--- src/rtl/mcdf_pkg.sv ---
// Shared constants, types and helpers for the MCDF codebase slice:
// command codes, register map, channel count, FIFO depth and arbiter helpers.
package mcdf_pkg;

    localparam logic [1:0] CMD_IDLE  = 2'b00;
    localparam logic [1:0] CMD_WRITE = 2'b10;
    localparam logic [1:0] CMD_READ  = 2'b01;

    localparam logic [7:0] SLV0_RW_ADDR = 8'h00;
    localparam logic [7:0] SLV1_RW_ADDR = 8'h04;
    localparam logic [7:0] SLV2_RW_ADDR = 8'h08;
    localparam logic [7:0] SLV0_R_ADDR  = 8'h10;
    localparam logic [7:0] SLV1_R_ADDR  = 8'h14;
    localparam logic [7:0] SLV2_R_ADDR  = 8'h18;

    localparam int CH_NUM     = 3;
    localparam int FIFO_DEPTH = 64;

    typedef enum logic {
        ST_IDLE = 1'b0,
        ST_SEND = 1'b1
    } arb_state_e;

    // Packet length code to word count; codes 3..7 all mean 32 words.
    function automatic logic [5:0] pkglen_decode(input logic [2:0] code);
        logic [5:0] len;
        case (code)
            3'd0:    len = 6'd4;
            3'd1:    len = 6'd8;
            3'd2:    len = 6'd16;
            default: len = 6'd32;
        endcase
        return len;
    endfunction

    // Next channel in round-robin order, wrapping 2 -> 0.
    function automatic logic [1:0] rr_next(input logic [1:0] ch);
        logic [1:0] nxt;
        case (ch)
            2'd0:    nxt = 2'd1;
            2'd1:    nxt = 2'd2;
            default: nxt = 2'd0;
        endcase
        return nxt;
    endfunction

endpackage

--- src/rtl/prio_rr_select.sv ---
// Combinational winner selection: lowest priority value wins, ties are
// resolved round-robin starting at the channel after the last grant.
module prio_rr_select
    import mcdf_pkg::*;
(
    input  logic [CH_NUM-1:0]      i_eligible,
    input  logic [CH_NUM-1:0][1:0] i_prio,
    input  logic [1:0]             i_last_grant,
    output logic [1:0]             o_winner,
    output logic                   o_found
);

    logic [1:0] w_best_prio;
    logic [1:0] w_ch;

    // Lowest priority value among the eligible channels.
    always_comb begin
        w_best_prio = 2'd3;
        for (int i = 0; i < CH_NUM; i++) begin
            if (i_eligible[i] && (i_prio[i] < w_best_prio)) begin
                w_best_prio = i_prio[i];
            end else begin
                w_best_prio = w_best_prio;
            end
        end
    end

    // First eligible channel at the best priority, scanning after last grant.
    always_comb begin
        o_winner = 2'd0;
        o_found  = 1'b0;
        w_ch     = rr_next(i_last_grant);
        for (int k = 0; k < CH_NUM; k++) begin
            if (!o_found && i_eligible[w_ch] && (i_prio[w_ch] == w_best_prio)) begin
                o_found  = 1'b1;
                o_winner = w_ch;
            end else begin
                o_found  = o_found;
            end
            w_ch = rr_next(w_ch);
        end
    end

endmodule

--- src/rtl/mcdf_arbiter.sv ---
// MCDF arbiter: grants the formatter to one slave FIFO channel per packet and
// streams exactly one packet of that channel's length with valid/ready.
module mcdf_arbiter
    import mcdf_pkg::*;
#(
    parameter int DW   = 32,
    parameter int CNTW = $clog2(FIFO_DEPTH) + 1
) (
    input  logic            clk_i,
    input  logic            rstn_i,
    input  logic            slv0_en_i,
    input  logic            slv1_en_i,
    input  logic            slv2_en_i,
    input  logic [1:0]      slv0_prio_i,
    input  logic [1:0]      slv1_prio_i,
    input  logic [1:0]      slv2_prio_i,
    input  logic [2:0]      slv0_pkglen_i,
    input  logic [2:0]      slv1_pkglen_i,
    input  logic [2:0]      slv2_pkglen_i,
    input  logic [CNTW-1:0] slv0_count_i,
    input  logic [CNTW-1:0] slv1_count_i,
    input  logic [CNTW-1:0] slv2_count_i,
    input  logic [DW-1:0]   slv0_data_i,
    input  logic [DW-1:0]   slv1_data_i,
    input  logic [DW-1:0]   slv2_data_i,
    output logic            slv0_pop_o,
    output logic            slv1_pop_o,
    output logic            slv2_pop_o,
    output logic            fmt_valid_o,
    input  logic            fmt_ready_i,
    output logic [DW-1:0]   fmt_data_o,
    output logic [1:0]      fmt_id_o,
    output logic [5:0]      fmt_len_o,
    output logic            fmt_sop_o,
    output logic            fmt_eop_o,
    output logic            arb_busy_o
);

    logic [CH_NUM-1:0]           w_en;
    logic [CH_NUM-1:0][1:0]      w_prio;
    logic [CH_NUM-1:0][2:0]      w_code;
    logic [CH_NUM-1:0][CNTW-1:0] w_count;
    logic [CH_NUM-1:0][DW-1:0]   w_data;
    logic [CH_NUM-1:0][5:0]      w_len;
    logic [CH_NUM-1:0]           w_eligible;
    logic [1:0]                  w_winner;
    logic                        w_found;
    logic                        w_accept;

    arb_state_e r_state;
    logic [1:0] r_id;
    logic [5:0] r_len;
    logic [5:0] r_cnt;
    logic [1:0] r_last_grant;
    logic       r_valid;
    logic       r_sop;
    logic       r_eop;
    logic       r_busy;

    assign w_en    = {slv2_en_i, slv1_en_i, slv0_en_i};
    assign w_prio  = {slv2_prio_i, slv1_prio_i, slv0_prio_i};
    assign w_code  = {slv2_pkglen_i, slv1_pkglen_i, slv0_pkglen_i};
    assign w_count = {slv2_count_i, slv1_count_i, slv0_count_i};
    assign w_data  = {slv2_data_i, slv1_data_i, slv0_data_i};

    // A channel may only be granted once a whole packet is already buffered,
    // so the stream can never underflow its FIFO.
    always_comb begin
        for (int i = 0; i < CH_NUM; i++) begin
            w_len[i]      = pkglen_decode(w_code[i]);
            w_eligible[i] = w_en[i] && (w_count[i] >= CNTW'(w_len[i]));
        end
    end

    prio_rr_select u_select (
        .i_eligible   (w_eligible),
        .i_prio       (w_prio),
        .i_last_grant (r_last_grant),
        .o_winner     (w_winner),
        .o_found      (w_found)
    );

    assign w_accept = r_valid && fmt_ready_i;

    // Packet FSM: grant and latch in IDLE, count accepted beats in SEND.
    always_ff @(posedge clk_i or negedge rstn_i) begin
        if (!rstn_i) begin
            r_state      <= ST_IDLE;
            r_id         <= 2'd0;
            r_len        <= 6'd0;
            r_cnt        <= 6'd0;
            r_last_grant <= 2'd2;
            r_valid      <= 1'b0;
            r_sop        <= 1'b0;
            r_eop        <= 1'b0;
            r_busy       <= 1'b0;
        end else begin
            case (r_state)
                ST_IDLE: begin
                    if (w_found) begin
                        r_state      <= ST_SEND;
                        r_id         <= w_winner;
                        r_len        <= w_len[w_winner];
                        r_cnt        <= 6'd0;
                        r_last_grant <= w_winner;
                        r_valid      <= 1'b1;
                        r_sop        <= 1'b1;
                        r_eop        <= 1'b0;
                        r_busy       <= 1'b1;
                    end else begin
                        r_state <= ST_IDLE;
                    end
                end
                ST_SEND: begin
                    if (w_accept) begin
                        if (r_cnt == (r_len - 6'd1)) begin
                            r_state <= ST_IDLE;
                            r_cnt   <= 6'd0;
                            r_valid <= 1'b0;
                            r_sop   <= 1'b0;
                            r_eop   <= 1'b0;
                            r_busy  <= 1'b0;
                        end else begin
                            r_cnt <= r_cnt + 6'd1;
                            r_sop <= 1'b0;
                            r_eop <= ((r_cnt + 6'd2) == r_len);
                        end
                    end else begin
                        r_cnt <= r_cnt;
                    end
                end
                default: begin
                    r_state <= ST_IDLE;
                    r_cnt   <= 6'd0;
                    r_valid <= 1'b0;
                    r_sop   <= 1'b0;
                    r_eop   <= 1'b0;
                    r_busy  <= 1'b0;
                end
            endcase
        end
    end

    assign fmt_valid_o = r_valid;
    assign fmt_sop_o   = r_sop;
    assign fmt_eop_o   = r_eop;
    assign fmt_id_o    = r_id;
    assign fmt_len_o   = r_len;
    assign arb_busy_o  = r_busy;
    // Data is forced to zero outside a packet so reset shows an all-zero port.
    assign fmt_data_o  = r_valid ? w_data[r_id] : {DW{1'b0}};

    assign slv0_pop_o = w_accept && (r_id == 2'd0);
    assign slv1_pop_o = w_accept && (r_id == 2'd1);
    assign slv2_pop_o = w_accept && (r_id == 2'd2);

endmodule

--- config.mk ---
export PLATFORM = sky130hd
export DESIGN_NAME = mcdf_arbiter
export DESIGN_NICKNAME = d
export VERILOG_FILES = /design/src/rtl/mcdf_pkg.sv /design/src/rtl/prio_rr_select.sv /design/src/rtl/mcdf_arbiter.sv
export SDC_FILE = /design/constraint.sdc
export NUM_CORES = 1
export LEC_CHECK = 0
export BUFFER_PORTS_ARGS = -buffer_cell sky130_fd_sc_hd__buf_2
export CELL_PAD_IN_SITES_DETAIL_PLACEMENT = 1
export CELL_PAD_IN_SITES_GLOBAL_PLACEMENT = 1
export CORE_MARGIN = 5
export CORE_UTILIZATION = 30
export CTS_BUF_LIST = sky130_fd_sc_hd__clkbuf_8
export DETAILED_ROUTE_END_ITERATION = 10
export PLACE_DENSITY_LB_ADDON = 0.1
export SYNTH_ARGS = -nofsm -noshare
export SYNTH_HDL_FRONTEND = slang
export SYNTH_HIERARCHICAL = 1
export SYNTH_SLANG_ARGS = --single-unit
--- constraint.sdc ---
create_clock -name clk_i -period 3.4 [get_ports clk_i]
set_clock_uncertainty 0.15 [all_clocks]
set_input_delay 0.51 -clock clk_i [delete_from_list [all_inputs] [get_ports clk_i]]
set_output_delay 0.51 -clock clk_i [all_outputs]
set_load 0.005 [all_outputs]
## Word level (Yosys, flattened, before mapping)

Cells that the tools add are included.

| cells by class | value |
|---|---|
| add/sub/neg operators | 3 |
| multiply operators | 0 |
| div/mod/pow operators | 0 |
| magnitude comparators | 11 |
| equal/unequal tests | 19 |
| shift-type cells | 0 |
| multiplexer cells | 50 |
| bitwise logic cells | 1 |
| reductions and logical operators | 27 |

Operators by type and width:

| kind | number |
|---|---|
| 32-bit binary-select mux with 2-bit select | 1 |
| 32-bit two-way mux | 2 |
| 6-bit case mux with 3 select lines | 3 |
| 6-bit two-way mux | 4 |
| 7-bit by 6-bit >= comparator with 1-bit output | 3 |
| 2-bit two-way mux | 9 |
| 1-bit two-way mux | 16 |
| 1-bit logical AND | 15 |
| 2-bit by 3-bit less-than comparator with 1-bit output (second input constant) | 5 |
| 2-bit binary-select mux with 2-bit select | 3 |
| 6-bit binary-select mux with 2-bit select | 1 |
| 6-bit equality test | 2 |
| 2-bit case mux with 2 select lines | 3 |
| 6-bit case mux with 2 select lines | 1 |
| 3-bit by 1-bit equality test with 1-bit output (second input constant) | 3 |
| 3-bit by 2-bit equality test with 1-bit output (second input constant) | 3 |
| 3-bit zero test | 3 |
| 2-bit by 1-bit equality test with 1-bit output (second input constant) | 4 |
| 2-bit zero test | 4 |
| 1-bit case mux with 2 select lines | 4 |
| 6-bit by 1-bit adder with 6-bit output (second input constant) | 1 |
| 6-bit by 2-bit adder with 6-bit output (second input constant) | 1 |
| 1-bit binary-select mux with 2-bit select | 3 |
| 2-bit equality test | 3 |
| 10 further kinds | 14 |

| storage, ports and cells | value |
|---|---|
| register bits | 20 |
| latch bits | 0 |
| memory bits (writable) | 0 |
| memory bits (read-only) | 0 |
| input port bits | 138 |
| output and inout port bits | 47 |
| logic and storage cells | 119 |
| memories | 0 |

## Depth between registers and ports, before layout

Gate-level depths: netlist of the first run.

| depth | value |
|---|---|
| depth in word-level cells | 25 |
| depth in mapped cells | 28 |
| gate-level depth less buffers | 27 |

## Cells and area by module

Netlist of the first run, hierarchy kept.

Modules (own cells, without submodules):

| module | times used | cells each | area each (um2) | sequential area each (um2) |
|---|---|---|---|---|
| mcdf_arbiter | 1 | 320 | 2316.0 | 426.7 |
| prio_rr_select | 1 | 82 | 591.8 | 0.0 |

## Worst setup path after synthesis of the first run

Ideal clock, no wire load.

| path | value |
|---|---|
| path kind | input-to-reg |
| from | input port slv0_pkglen_i[2] |
| to | register r_len[4] (netlist: fmt_len_o[4]) |
| setup time | 0.136 ns |
| arrival | 5.326 ns |
| data required time | 3.114 ns |
| path slack | -2.212 ns |
| stages | 27 |
| path buffers | 1 |
| cells stage by stage | nor3_1 -> ha_1 -> inv_1 -> o31ai_1 -> a21o_1 -> a21oi_1 -> o21ai_0 -> nand2b_1 -> inv_1 -> ha_1 -> o21a_1 -> o32a_2 -> inv_2 -> ha_1 -> or3b_4 -> o221a_4 -> or3_1 -> o2111a_2 -> and3_4 -> o41a_1 -> o31ai_1 -> clkbuf_1 -> nor4b_1 -> a31oi_1 -> nor2_1 -> a31oi_1 -> o21ai_0 |

| between the ends | value |
|---|---|
| longest elaborated chain between the ends | 25 |
| elaborated cells on any way between the ends | 39 |
| classes of those cells | order compare: 3; eq/ne: 5; mux: 18; reduce/logical: 13 |

Ends and longest elaborated chain:

| item | RTL line | text |
|---|---|---|
| start: declaration | mcdf_arbiter.sv:17 | `input logic [2:0] slv0_pkglen_i,` |
| 3-bit by 2-bit equality test with 1-bit output, or another cell as far along | mcdf_pkg.sv:27 | `case (code)` |
| 6-bit case mux with 3 select lines (*) | mcdf_pkg.sv:27 |  |
| 7-bit by 6-bit >= comparator with 1-bit output (*) | mcdf_arbiter.sv:71 | `w_eligible[i] = w_en[i] && (w_count[i] >= CNTW'(w_len[i]));` |
| 1-bit logical AND (*) | mcdf_arbiter.sv:71 |  |
| named net w_eligible[0] | mcdf_arbiter.sv:45 | `logic [CH_NUM-1:0] w_eligible;` |
| 1-bit logical AND | prio_rr_select.sv:20 | `if (i_eligible[i] && (i_prio[i] < w_best_prio)) begin` |
| 2-bit two-way mux | prio_rr_select.sv:20 |  |
| 2-bit less-than comparator | prio_rr_select.sv:20 |  |
| (+9 left out) | -- |  |
| 1-bit logical AND (2 in series) | prio_rr_select.sv:34 | `if (!o_found && i_eligible[w_ch] && (i_prio[w_ch] == w_best_prio)) begin` |
| 1-bit two-way mux | prio_rr_select.sv:34 |  |
| 1-bit zero test | prio_rr_select.sv:34 |  |
| 1-bit logical AND (2 in series) | prio_rr_select.sv:34 |  |
| 2-bit two-way mux (*) | prio_rr_select.sv:34 |  |
| named net w_winner[1] | mcdf_arbiter.sv:46 | `logic [1:0] w_winner;` |
| 6-bit binary-select mux with 2-bit select (*) | mcdf_arbiter.sv:103 | `r_len <= w_len[w_winner];` |
| 6-bit two-way mux (not written as such) (*) | mcdf_arbiter.sv:103 |  |
| end signal: assignment | mcdf_arbiter.sv:103 |  |
| end: declaration | mcdf_arbiter.sv:52 | `logic [5:0] r_len;` |

Mark *: on every way through the listed nets, which the timed path passes. The rest lies on a longest branch. The select of a mux whose other input is x is not followed.
A chain may end at the register's enable or synchronous reset.

## Final worst setup path of the first run

| path | value |
|---|---|
| from | input port slv0_pkglen_i[0] |
| to | register r_len[4] (netlist: fmt_len_o[4]) |

Same word-level chain as after synthesis.

==> summary.md, run 1 <==
| Metric | Value |
|---|---|
| Largest net degree at the start of global routing | `33` |
| Detailed Route WL | `12,500 µm` |
| Status | `finished with violations` |
| Worst Hold Class | `in -> async` |
| First-pass iteration count of the detailed router | `4` |
| Placer congestion estimate | `0.863` |
| Reg2reg start | `fmt_id_o[0]$_DFFE_PN0P_` |
| Post-route insts no fill | `769` |
| Worst setup path class | `in -> reg` |
| DR vias/cell | `5.03` |
| Filler instances | `1,288` |
| Clock H-tree levels | `1` |
| CP Launch Type | `primary input` |
| Library cells used by synthesis | `60` |
| Starting Density | `0.303` |
| CP max stage cell | `o41a_1` |
| Multi-input gate area | `2590 µm²` |
| Worst path arrival time | `5.10 ns` |
| First-pass GRT wire length | `19,500 µm` |
| WL per Instance | `16.2 µm` |
| Remaining DRCs | `0` |
| Power Density | `361 nW/µm²` |
| RSZ-0062 raised after global routing | `true` |
| Placed Instances | `753` |
| Critical Path RT | `3.39 ns` |
| Commonest non-fill, non-tap cell in the layout | `buf_2` |
| PortBufs | `182` |
| Cells after Synth | `402` |
| Die Width | `108 µm` |
| Total grt overflow | `0` |
| Skew-Pair Late Insertion Delay | `0.25 ns` |
| Vias in the first global route | `4,092` |
| IO Count | `185` |
| Max Cap Viol | `0` |
| Ys async rst share | `1.00` |
| Area of the die | `11,800 µm²` |
| TritonCTS buffer count | `3` |
| EDFF count, synth | `0` |
| CP max FO | `5` |
| Worst path max stage delay | `0.44 ns` |
| Worst-margin pin slew | `0.663 ns` |
| Worst-path clk slew | `0.07 ns` |
| Reg2Reg Depth | `12` |
| Commonest cells after routing, fill and taps aside | `buf_2 (179), buf_4 (67), nand2_1 (60)` |
| Max-slew violations | `0` |
| GRT Resource Usage Total | `0.201` |
| #FFs+latches synth | `17` |
| CTS tree | `done` |
| Dpl hpwl | `10,000 µm` |
| Failing checks | `negative setup slack` |
| FF-to-FF End | `fmt_len_o[4]$_DFFE_PN0P_` |
| Clock net sink count | `17` |
| Leakage power | `0.00229 µW` |
| Crit path launch | `slv0_pkglen_i[0]` |
| Standard-cell rows | `36` |
| Placeable Area | `9590 µm²` |
| Syn-to-layout area delta | `64.0%` |
| Final Setup Violations | `17` |
| Initial antenna violation count | `1` |
| Mapped Area | `2910 µm²` |
| Synth Area per Inst | `7.23 µm²` |
| Final period util | `1.50` |
| Sequential area share after synthesis | `0.147` |
| FF+latch area | `428 µm²` |
| DR vias | `3,867` |
| Final TNS setup | `-25.15 ns` |
| Yosys warns | `6` |
| Post-DRT Antenna Nets | `0` |
| Layout cells sized above 1 | `0.491` |
| Minimum clock period | `5.11 ns` |
| Die height | `108 µm` |
| Fmax | `196 MHz` |
| VDD IR max | `139 µV` |
| CTS max path bufs | `2` |
| Top FF cell, synth | `dfrtp_1` |
| Worst hold margin | `0.0213 ns` |
| Layout net count | `793` |
| FF-to-FF setup slack | `0.28 ns` |
| Final Hold Viols | `0` |
| Final worst setup slack | `-1.71 ns` |
| DRT iter0 DRCs | `95` |
| Clock root cell | `clkbuf_8` |
| Crit end category | `register` |
| Worst rel slew slack | `0.558` |
[synthesized netlist by cell type, drive strengths merged (2+ instances only)]
master | instances | area (µm²)
nor2b | 6 | 37.5
a21o | 3 | 22.5
nor4b | 2 | 17.5
nand3b | 3 | 22.5
nand3 | 5 | 25.0
or3b | 2 | 20.0
and2 | 34 | 214
a211o | 2 | 17.5
a21oi | 13 | 65.1
and3 | 3 | 23.8
mux2i | 43 | 430
or2 | 2 | 15.0
nor3b | 4 | 35.0
nor3 | 9 | 45.0
xnor2 | 9 | 78.8
inv | 14 | 52.6
dfrtp | 16 | 400
o21ai | 56 | 280
nand2b | 9 | 56.3
o21bai | 2 | 15.0
buf | 12 | 67.6
xor2 | 6 | 52.6
o211ai | 2 | 15.0
o21a | 2 | 15.0
a31oi | 4 | 25.0
o31ai | 6 | 58.8
or3 | 3 | 23.8
ha | 19 | 238
nor2 | 13 | 48.8
nand2 | 64 | 240
o2bb2ai | 2 | 17.5
clkbuf | 15 | 56.3
[registers in the layout, indices dropped and copies added, names as in the netlist]
register      count
r_cnt             6
fmt_len_o         4
fmt_id_o          2
arb_busy_o        1
fmt_eop_o         1
fmt_sop_o         1
r_last_grant      1
r_state           1
[stage by stage]
step	cell area [µm²]	worst slack (ns)	total power (µW)	util
final	4770	-1.71	1720	0.497
after detailed placement	4420	-2.35	1410	0.460
after floorplan	3000	-1.66	947	-
after CTS	4700	-1.62	1690	0.490
after global placement	4420	-2.07	1360	0.460
after global routing	4770	-1.93	1870	0.497
[report_power, final]
| part | switching, µW | leakage, µW | internal (µW) | total [µW] |
|---|---|---|---|---|
| clock | 72.5 | 0.0000255 | 81.4 | 154 |
| combinational | 600 | 0.00206 | 627 | 1230 |
| sequential | 93.1 | 0.000211 | 245 | 338 |
[routing by layer]
metal	part of all wire	vias to the layer above	track usage	routed length [µm]
li1	-	1883	-	-
met1	0.39	1847	0.227	4890
met2	0.53	115	0.395	6660
met3	0.054	22	0.0275	669
met4	0.018	0	0.0433	225
met5	0	-	0	0
[final cells by class]
type / instances / area share
repair buffers: 253 / 0.310
clock buffers: 3 / 0.00866
flip-flops and latches: 17 / 0.0897
diodes: 1 / 0.000525
inverters: 14 / 0.0115
multi-input cells: 347 / 0.544
clock inverters: 1 / 0.00105
well taps: 133 / 0.0349
[cell families after synthesis]
| kind of cell | after synthesis | share of synthesized area |
|---|---|---|
| AND/OR/NAND/NOR | 162 | 0.291 |
| buffers and inverters | 41 | 0.0607 |
| AO/OA/AOI/OAI | 104 | 0.225 |
| multiplexers | 43 | 0.148 |
| XOR/XNOR | 15 | 0.0452 |
| other | 1 | 0.00129 |
| adder cells (fa/ha/maj) | 19 | 0.0818 |
| flip-flops | 17 | 0.147 |
[worst max-delay path, delay by kind of cell]
kind / cells / cell delay, ns
buffers and inverters: 4 / 0.30
AO/OA/AOI/OAI: 13 / 2.24
adder cells (fa/ha/maj): 3 / 0.66
AND/OR/NAND/NOR: 7 / 1.38
[repair_timing]
| action | CTS | global route |
|---|---|---|
| setup endpoints to repair | 17 | 17 |
| resized for setup | 43 | 8 |
| gates cloned | 0 | 2 |
| pin swaps | 9 | 6 |
| hold endpoints to repair | 0 | 0 |
| setup buffers | 9 | 1 |
| hold buffers | 0 | 0 |
[worst max-delay path by stage]
stage                                          end  slack, ns  depth (start not counted)
after detailed placement  fmt_len_o[3]$_DFFE_PN0P_      -2.35                         26
after CTS                 fmt_len_o[4]$_DFFE_PN0P_      -1.62                         27
after global placement    fmt_len_o[3]$_DFFE_PN0P_      -2.07                         26
after global routing      fmt_len_o[5]$_DFFE_PN0P_      -1.93                         28
after floorplan           fmt_len_o[4]$_DFFE_PN0P_      -1.66                         27
final                     fmt_len_o[4]$_DFFE_PN0P_      -1.71                         27
Power figures use the tool's default switching activity.
==> run 2: changes to the inputs <==
Settings changed: BUFFER_PORTS_ARGS -buffer_cell sky130_fd_sc_hd__buf_2 to default, CORE_UTILIZATION 30 to 45, DONT_BUFFER_PORTS from default to 1.
==> run 2 against run 1 <==
Net effect:
- the flow still finishes with violations (negative setup slack)
- final cell count fell by 33%
- critical path type unchanged
- non-clock buffer count shrank 196
- design area shrank 23%
- largest cell class unchanged
- sequential power is 8.3% higher
- fmax grew 4.1%
- setup slack better by 0.20 ns
- power down 11%
- utilization is 8.3 points higher
- first-iteration DRC count down 29%
- wire length decreased by 17%
- clock power about the same
==> summary.md, run 2 (synthesis results as in run 1) <==
| Metric | Value |
|---|---|
| Starting Density | `0.461 (+0.157)` |
| Fmax | `204 MHz (+4.1%)` |
| Crit end category | `register` |
| Remaining DRCs | `0 (unchanged)` |
| FF+latch area | `428 µm² (unchanged)` |
| Minimum clock period | `4.91 ns (-0.202 ns)` |
| Power Density | `417 nW/µm² (+16%)` |
| GRT Resource Usage Total | `0.233 (+0.0317)` |
| Vias in the first global route | `3,265 (-20%)` |
| Dpl hpwl | `8030 µm (-20%)` |
| Layout cells sized above 1 | `0.256 (-0.236)` |
| Largest net degree at the start of global routing | `40 (+21%)` |
| CP delay by family, top | `compound AO/OA/AOI/OAI gates` |
| Worst-path clk slew | `0.07 ns (about the same)` |
| First-pass GRT wire length | `16,200 µm (-17%)` |
| DR vias/cell | `5.92 (+18%)` |
| Skew-Pair Late Insertion Delay | `0.26 ns (about the same)` |
| Die height | `90.4 µm (-17%)` |
| Syn-to-layout area delta | `25.9%` |
| Critical Path RT | `3.40 ns (about the same)` |
| Post-route cell area | `3660 µm² (-23%)` |
| Status | `finished with violations` |
| Worst hold margin | `0.239 ns (+0.218 ns)` |
| Filler instances | `795 (-38%)` |
| Failing checks | `negative setup slack` |
| DR vias | `3,050 (-21%)` |
| WL per Instance | `20.1 µm (+24%)` |
| Placed Instances | `498 (-34%)` |
| Worst Path Buf+Inv | `4 (unchanged)` |
| Commonest cells after routing, fill and taps aside | `nand2_1 (58), buf_4 (47), o21ai_0 (45)` |
| CP max stage cell | `o41a_1` |
| Post-DRT Antenna Nets | `0 (unchanged)` |
| Most flop-heavy register | `r_cnt` |
| Layout net count | `596 (-25%)` |
| Worst Hold Class | `in -> reg` |
| Area of the die | `8170 µm² (-31%)` |
| Total grt overflow | `0 (unchanged)` |
| CP max FO | `6 (+1)` |
| Post-DP Area | `3310 µm² (-25%)` |
| Worst-margin pin slew | `0.819 ns (+0.156 ns)` |
| Multi-input gate area | `2570 µm² (-0.77%)` |
| RSZ-0062 raised after global routing | `true` |
| VDD IR max | `281 µV (+100%)` |
| TritonCTS buffer count | `3 (unchanged)` |
| Worst path arrival time | `4.91 ns (-0.19 ns)` |
| Crit path top cell by count | `ha_4` |
| Leakage power | `0.00145 µW (-37%)` |
| Die Width | `90.4 µm (-17%)` |
| FF-to-FF setup slack | `0.32 ns (+0.04 ns)` |
| Final Setup Violations | `17 (unchanged)` |
| Final TNS setup | `-22.62 ns (+2.54 ns)` |
| N_diodes | `0 (-1)` |
| Initial antenna violation count | `0 (-1)` |
| CP Launch Type | `primary input` |
| Worst setup path class | `in -> reg` |
| Worst rel slew slack | `0.453 (-0.106)` |
| DRT iter0 DRCs | `67 (-29%)` |
| IO Count | `185 (unchanged)` |
| Commonest non-fill, non-tap cell in the layout | `nand2_1` |
| Clock net sink count | `17 (unchanged)` |
| Max Cap Viol | `0 (unchanged)` |
| Final period util | `1.44 (-0.0594)` |
| PortBufs | `0 (-100%)` |
| Max-slew violations | `0 (unchanged)` |
| Post-route insts no fill | `515 (-33%)` |
| First-pass iteration count of the detailed router | `4 (unchanged)` |
| Placer congestion estimate | `0.918 (+6.5%)` |
| Final Hold Viols | `0 (unchanged)` |
| Detailed Route WL | `10,300 µm (-17%)` |
| Placeable Area | `6310 µm² (-34%)` |
| Clock H-tree levels | `1 (unchanged)` |
| Final worst setup slack | `-1.51 ns (+0.202 ns)` |
| Clock root cell | `clkbuf_8` |
| CTS max path bufs | `2 (unchanged)` |
| Max reg flops | `6 (unchanged)` |
| Standard-cell rows | `29 (-19%)` |
| Worst path max stage delay | `0.44 ns (about the same)` |
| CTS tree | `done` |
| Fin util | `0.580 (+0.0829)` |
==> run 2: path summary, 6_finish.rpt <==
check                                   startpoint                  endpoint  depth (start not counted)
min in group asynchronous                   rstn_i     fmt_eop_o$_DFFE_PN0P_                          1
min reg2reg                  fmt_eop_o$_DFFE_PN0P_     fmt_eop_o$_DFFE_PN0P_                          2
max                               slv0_pkglen_i[2]  fmt_len_o[2]$_DFFE_PN0P_                         26
min                                    fmt_ready_i    arb_busy_o$_DFFE_PN0P_                          1
max reg2reg                fmt_id_o[0]$_DFFE_PN0P_  fmt_len_o[2]$_DFFE_PN0P_                         13
max in group asynchronous                   rstn_i   fmt_id_o[1]$_DFFE_PN0P_                          1
==> run 2: repair_timing <==
action,4_1_cts,5_1_grt
hold buffers,1,0
buffers inserted,8,5
pin swaps,13,14
resized for setup,21,28
endpoints found under the hold margin,17,0
setup endpoints to repair,17,17
gates cloned,1,0
==> run 2: cell type report <==
class,instances,share of cell area
Clock buffer,3,0.0113
Clock inverter,1,0.00103
Inverter,14,0.0150
Multi-Input combinational cell,346,0.703
Sequential cell,17,0.117
Tap cell,77,0.0263
Timing Repair Buffer,57,0.127
==> run 2: layer usage <==
metal  track usage  vias to the layer above  wire length [µm]
li1              -                     1482                 -
met3        0.0425                       17               528
met2         0.447                      101              5630
met1         0.264                     1450              4000
met4        0.0484                        0               186
met5             0                        -                 0
==> run 2: worst register-to-register path: cells and delay by family (launching register included) <==
| kind | cells | cell delay, ns |
|---|---|---|
| compound gates | 5 | 0.85 |
| buf+inv | 3 | 0.74 |
| flops | 1 | 0.56 |
| mux | 2 | 0.41 |
| simple gates | 2 | 0.13 |
| xor+xnor | 1 | 0.13 |
==> run 2: power breakdown <==
| part | total [µW] | switching, µW | internal [µW] |
|---|---|---|---|
| Combinational | 1010 | 504 | 501 |
| Clock | 156 | 75.2 | 80.5 |
| Sequential | 366 | 121 | 245 |
==> run 2: through the flow <==
step / power, µW / worst slack [ns]
2_1_floorplan: 947 / -1.66
3_3_place_gp: 1160 / -1.78
3_5_place_dp: 1200 / -1.98
4_1_cts: 1440 / -1.48
5_1_grt: 1650 / -1.76
6_report: 1530 / -1.51
